File: src/rtl/mse_acc.sv
// Accumulates per-word squared-difference partial sums over one spectral vector and
// presents the vector total and word count through a single-entry valid/ready output.
module mse_acc #(
    parameter int DATA_WIDTH_SUM = 32,
    parameter int ACC_WIDTH      = 40,
    parameter int CNT_WIDTH      = 8
) (
    input  logic                      clk,
    input  logic                      rst,
    input  logic                      clear,
    input  logic                      sum_valid,
    input  logic [DATA_WIDTH_SUM-1:0] sum_in,
    input  logic                      sum_last,
    output logic                      acc_valid,
    input  logic                      acc_ready,
    output logic [ACC_WIDTH-1:0]      acc_out,
    output logic [CNT_WIDTH-1:0]      acc_words,
    output logic                      acc_sat,
    output logic                      overflow
);

    typedef enum logic {IDLE, ACCUM} acc_state_t;
    typedef enum logic {EMPTY, FULL} out_state_t;

    // Returns {carry, value}; value clamps to all-ones when the add carries out.
    function automatic logic [ACC_WIDTH:0] sat_add(input logic [ACC_WIDTH-1:0] a,
                                                   input logic [DATA_WIDTH_SUM-1:0] b);
        logic [ACC_WIDTH:0] s;
        s = {1'b0, a} + {{(ACC_WIDTH + 1 - DATA_WIDTH_SUM){1'b0}}, b};
        if (s[ACC_WIDTH]) begin
            s = {1'b1, {ACC_WIDTH{1'b1}}};
        end
        return s;
    endfunction

    function automatic logic [CNT_WIDTH-1:0] cnt_inc(input logic [CNT_WIDTH-1:0] c);
        return (&c) ? c : c + 1'b1;
    endfunction

    acc_state_t                acc_state_q, acc_state_d;
    out_state_t                out_state_q, out_state_d;
    logic [ACC_WIDTH-1:0]      acc_q, acc_d;
    logic [CNT_WIDTH-1:0]      cnt_q, cnt_d;
    logic                      sat_q, sat_d;
    logic [ACC_WIDTH-1:0]      res_q, res_d;
    logic [CNT_WIDTH-1:0]      words_q, words_d;
    logic                      res_sat_q, res_sat_d;
    logic                      overflow_q, overflow_d;

    logic [ACC_WIDTH-1:0]      base_acc;
    logic [CNT_WIDTH-1:0]      base_cnt;
    logic                      base_sat;
    logic [ACC_WIDTH-1:0]      add_sum;
    logic                      add_carry;
    logic [CNT_WIDTH-1:0]      word_cnt;
    logic                      word_sat;
    logic                      new_result;
    logic                      load;

    always_ff @(posedge clk) begin
        if (rst) begin
            acc_state_q <= IDLE;
            out_state_q <= EMPTY;
            acc_q       <= '0;
            cnt_q       <= '0;
            sat_q       <= 1'b0;
            res_q       <= '0;
            words_q     <= '0;
            res_sat_q   <= 1'b0;
            overflow_q  <= 1'b0;
        end else begin
            acc_state_q <= acc_state_d;
            out_state_q <= out_state_d;
            acc_q       <= acc_d;
            cnt_q       <= cnt_d;
            sat_q       <= sat_d;
            res_q       <= res_d;
            words_q     <= words_d;
            res_sat_q   <= res_sat_d;
            overflow_q  <= overflow_d;
        end
    end

    always_comb begin
        acc_state_d = acc_state_q;
        if (clear) begin
            acc_state_d = IDLE;
        end else if (sum_valid) begin
            acc_state_d = sum_last ? IDLE : ACCUM;
        end
    end

    // A vector always starts from a zero base, whatever the registers hold.
    always_comb begin
        base_acc = '0;
        base_cnt = '0;
        base_sat = 1'b0;
        if (acc_state_q == ACCUM) begin
            base_acc = acc_q;
            base_cnt = cnt_q;
            base_sat = sat_q;
        end
    end

    always_comb begin
        {add_carry, add_sum} = sat_add(base_acc, sum_in);
        word_cnt   = cnt_inc(base_cnt);
        word_sat   = base_sat | add_carry;
        new_result = sum_valid && sum_last && !clear;

        acc_d = acc_q;
        cnt_d = cnt_q;
        sat_d = sat_q;
        if (clear || (sum_valid && sum_last)) begin
            acc_d = '0;
            cnt_d = '0;
            sat_d = 1'b0;
        end else if (sum_valid) begin
            acc_d = add_sum;
            cnt_d = word_cnt;
            sat_d = word_sat;
        end
    end

    always_comb begin
        out_state_d = out_state_q;
        case (out_state_q)
            EMPTY: if (new_result) out_state_d = FULL;
            FULL:  if (!new_result && acc_ready) out_state_d = EMPTY;
            default: out_state_d = EMPTY;
        endcase
    end

    // A full, stalled output keeps its result; the newcomer is dropped and flagged.
    always_comb begin
        load       = new_result && ((out_state_q == EMPTY) || acc_ready);
        res_d      = load ? add_sum  : res_q;
        words_d    = load ? word_cnt : words_q;
        res_sat_d  = load ? word_sat : res_sat_q;
        overflow_d = clear ? 1'b0
                   : (overflow_q | (new_result && (out_state_q == FULL) && !acc_ready));
    end

    always_comb begin
        acc_valid = (out_state_q == FULL);
        acc_out   = res_q;
        acc_words = words_q;
        acc_sat   = res_sat_q;
        overflow  = overflow_q;
    end

endmodule
File: config.mk
export PLATFORM = sky130hd
export DESIGN_NAME = mse_acc
export DESIGN_NICKNAME = d
export VERILOG_FILES = /design/src/rtl/mse_acc.sv
export SDC_FILE = /design/constraint.sdc
export NUM_CORES = 1
export LEC_CHECK = 0
export CORE_ASPECT_RATIO = 0.9
export CORE_MARGIN = 4
export CORE_UTILIZATION = 46
export DETAILED_ROUTE_END_ITERATION = 6
export PLACE_DENSITY = 0.84
export SETUP_SLACK_MARGIN = 0.4
export SKIP_CTS_REPAIR_TIMING = 1
export SKIP_LAST_GASP = 1
export SLEW_MARGIN = 10
export SYNTH_ARGS = -nofsm -noshare
export SYNTH_HDL_FRONTEND = slang
export SYNTH_SLANG_ARGS = --single-unit
File: constraint.sdc
create_clock -name clk -period 3.8 [get_ports clk]
set_clock_uncertainty 0.15 [all_clocks]
set_input_delay 0.76 -clock clk [delete_from_list [all_inputs] [get_ports clk]]
set_output_delay 0.76 -clock clk [all_outputs]
set_load 0.05 [all_outputs]
==> flow_metrics.env <==
export IMPL_grt_use_total=0.216
export IMPL_crit_required_ns=3.95
export IMPL_period_minus_slack_ns=3.35
export IMPL_io_pins=89
export IMPL_die_width_um=129
export IMPL_post_place_ws_ns=-0.00654
export IMPL_grt_pass1_vias=5319
export IMPL_cap_viol_max_count=0
export IMPL_numCtsBuffers=9
export IMPL_yosysUniqueCellTypes=52
export IMPL_slew_viol_final=0
export IMPL_layout_nets=896
export IMPL_syn2layout_area_growth_pct=28.5
export IMPL_cts_sinks=101
export IMPL_syn_instance_count=737
export IMPL_drt_vias_per_instance=5.88
export IMPL_hpwlAfterDp_um=11400
export IMPL_ant_nets=0
export IMPL_initial_core_util=0.473
export IMPL_drive_above_1_share=0.152
export IMPL_worst_slack_ns=0.454
export IMPL_yosysTopAreaCell="dfxtp_1"
export IMPL_netlist_area_um2=6020
export IMPL_final_common_cell="nor2_1"
export IMPL_antenna_found_initial=0
export IMPL_hp_class="reg -> reg"
export IMPL_place_area_um2=7160
export IMPL_startpoint="sum_in[6]"
export IMPL_rsz0062_at_grt="no"
export IMPL_crit_arrival_ns=3.49
export IMPL_setup_viol=0
export IMPL_crit_path_max_fanout=6
export IMPL_synth_edf_count=0
export IMPL_yosys_warnings=0
export IMPL_async_flop_share=0
export IMPL_status="finished clean"
export IMPL_drcViolationCount=0
export IMPL_syn_avg_cell_area_um2=8.17
export IMPL_core_um2=12700
export IMPL_holdWs_ns=0.308
export IMPL_crit_type="in -> reg"
export IMPL_design_area_um2=7730
export IMPL_relSlewSlack=0.563
export IMPL_routed_wl_um=16900
export IMPL_num_vias=5835
export IMPL_rr_worst_depth=13
export IMPL_setup_worst_path_start_class="input pin"
export IMPL_h_tree_depth=3
export IMPL_r2r_start="acc_state_q$_SDFFE_PP0P_"
export IMPL_r2r_end="acc_out[36]$_SDFFE_PP0P_"
export IMPL_hold_viol_final=0
export IMPL_powerDensity_nw_per_um2=319
export IMPL_post_drt_wl_per_cell_um=17.0
export IMPL_cts_tree="built"
export IMPL_max_freq_mhz=299
export IMPL_die_area_um2=15000
export IMPL_cts_root_buf="clkbuf_16"
export IMPL_nFillCells=1086
export IMPL_grt_start_max_net_pins=79
export IMPL_p_leak_nw=3.03
export IMPL_synthTopCellsByArea="dfxtp_1 (34%), nor2_1 (6.9%), ha_1 (6.9%)"
export IMPL_clkTransAtPathRegs_ns=0.07
export IMPL_drtIter0Drc=371
export IMPL_synth_ff_type="dfxtp_1"
export IMPL_grt_overflow_total=0
export IMPL_synth_top_area_share=0.336
export IMPL_worst_pin_slew_ns=0.656
export IMPL_diodes=0
export IMPL_clk_latency_ns=0.35
export IMPL_place_gp_congestion=0.928
export IMPL_endpoint="acc_out[36]$_SDFFE_PP0P_"
export IMPL_peakVddDrop_mv=0.269
export IMPL_dr_pass1_iters=5
export IMPL_io_buffers=88
export IMPL_r2r_slack_ns=0.47
export IMPL_ys_seq_area_frac=0.336
export IMPL_syn_nets=809
export IMPL_synth_seq_cells=101
export IMPL_layout_common_cells="nor2_1 (110), dfxtp_1 (100), clkdlybuf4s50_1 (76)"
export IMPL_grt_pass1_wl_um=26500
export IMPL_period_share=0.881
export IMPL_placement_rows=39
export IMPL_die_h_um=117
export IMPL_cp_end_kind="register"
export IMPL_cts_buffer_depth=2
## worst min path at each step
stage / startpoint / end / slack (ns) / cells past startpoint
detailed placement: acc_words[0]$_SDFFE_PP0P_ / acc_words[0]$_SDFFE_PP0P_ / 0.30 / 2
finish: acc_words[0]$_SDFFE_PP0P_ / acc_words[0]$_SDFFE_PP0P_ / 0.31 / 2
global route: acc_words[7]$_SDFFE_PP0P_ / acc_words[7]$_SDFFE_PP0P_ / 0.35 / 2
floorplan: sat_q$_SDFFE_PP0P_ / sat_q$_SDFFE_PP0P_ / 0.30 / 2
global placement: acc_words[0]$_SDFFE_PP0P_ / acc_words[0]$_SDFFE_PP0P_ / 0.30 / 2
CTS: acc_words[7]$_SDFFE_PP0P_ / acc_words[7]$_SDFFE_PP0P_ / 0.31 / 2
## per-stage QoR
stage               setup TNS (ns)  utilization  std cells  total power [mW]
finish                           0        0.607        993              2.47
global route                     0        0.607        993              2.56
CTS                              0        0.584        988              2.46
detailed placement        -0.00654        0.562        972              1.57
global placement                 0        0.562        972              1.57
floorplan                        0            -        737              1.42
## flip-flops by register name (all words and copies together) (netlist names)
signal and count:
acc_out 40, acc_q 40, acc_sat 1, acc_state_q 1, acc_valid 1, acc_words 8, cnt_q 8, overflow 1
sat_q 1
## metal layers
metal	track usage	share of wire	vias up
li1	-	-	2825
met1	0.305	0.45	2733
met5	0	0	-
met4	0.0567	0.015	0
met2	0.337	0.46	249
met3	0.0480	0.070	28
## cells in the mapped netlist, types with 8 or more instances
cell type,number
a211oi_1,44
a211oi_2,21
a21o_1,20
a21oi_1,61
a311oi_1,10
a31oi_1,8
and2_1,39
and3_1,11
clkbuf_1,36
dfxtp_1,101
ha_1,33
inv_1,8
nand2_1,48
nand3_1,20
nor2_1,111
nor2_2,10
o21ai_0,40
or3_1,8
xnor2_1,18
xor2_1,17
## cell type report
cell class	instances	area, µm²	area share
flip-flops and latches	101	2030	0.262
clock inverters	6	45.0	0.00583
clock buffers	10	239	0.0309
well taps	164	205	0.0265
inverters	8	30.0	0.00388
repair buffers	120	1180	0.152
multi-input cells	584	4010	0.519
## power breakdown
group	switching [mW]	internal [mW]
Clock	0.428	0.466
Sequential	0.0237	1.10
Combinational	0.279	0.171
Total	0.731	1.74
## kinds of logic after synthesis
group | count (synthesis) | synth area share
AND/OR/NAND/NOR | 272 | 0.214
AO/OA/AOI/OAI | 235 | 0.277
flip-flops | 101 | 0.336
buffers and inverters | 52 | 0.0366
XOR/XNOR | 35 | 0.0509
adder cells (fa/ha/maj) | 34 | 0.0719
multiplexers | 8 | 0.0137
## critical path: stages
cell,delay [ns]
clkdlybuf4s50_1,0.45
ha_4,0.32
o21ai_1,0.10
a21oi_2,0.17
a211oi_2,0.09
a21o_4,0.24
a211oi_4,0.28
buf_6,0.15
o211ai_1,0.16
buf_4,0.18
or4b_1,0.49
nand3_1,0.09
No activity file was read; power rests on OpenSTA's default activity.
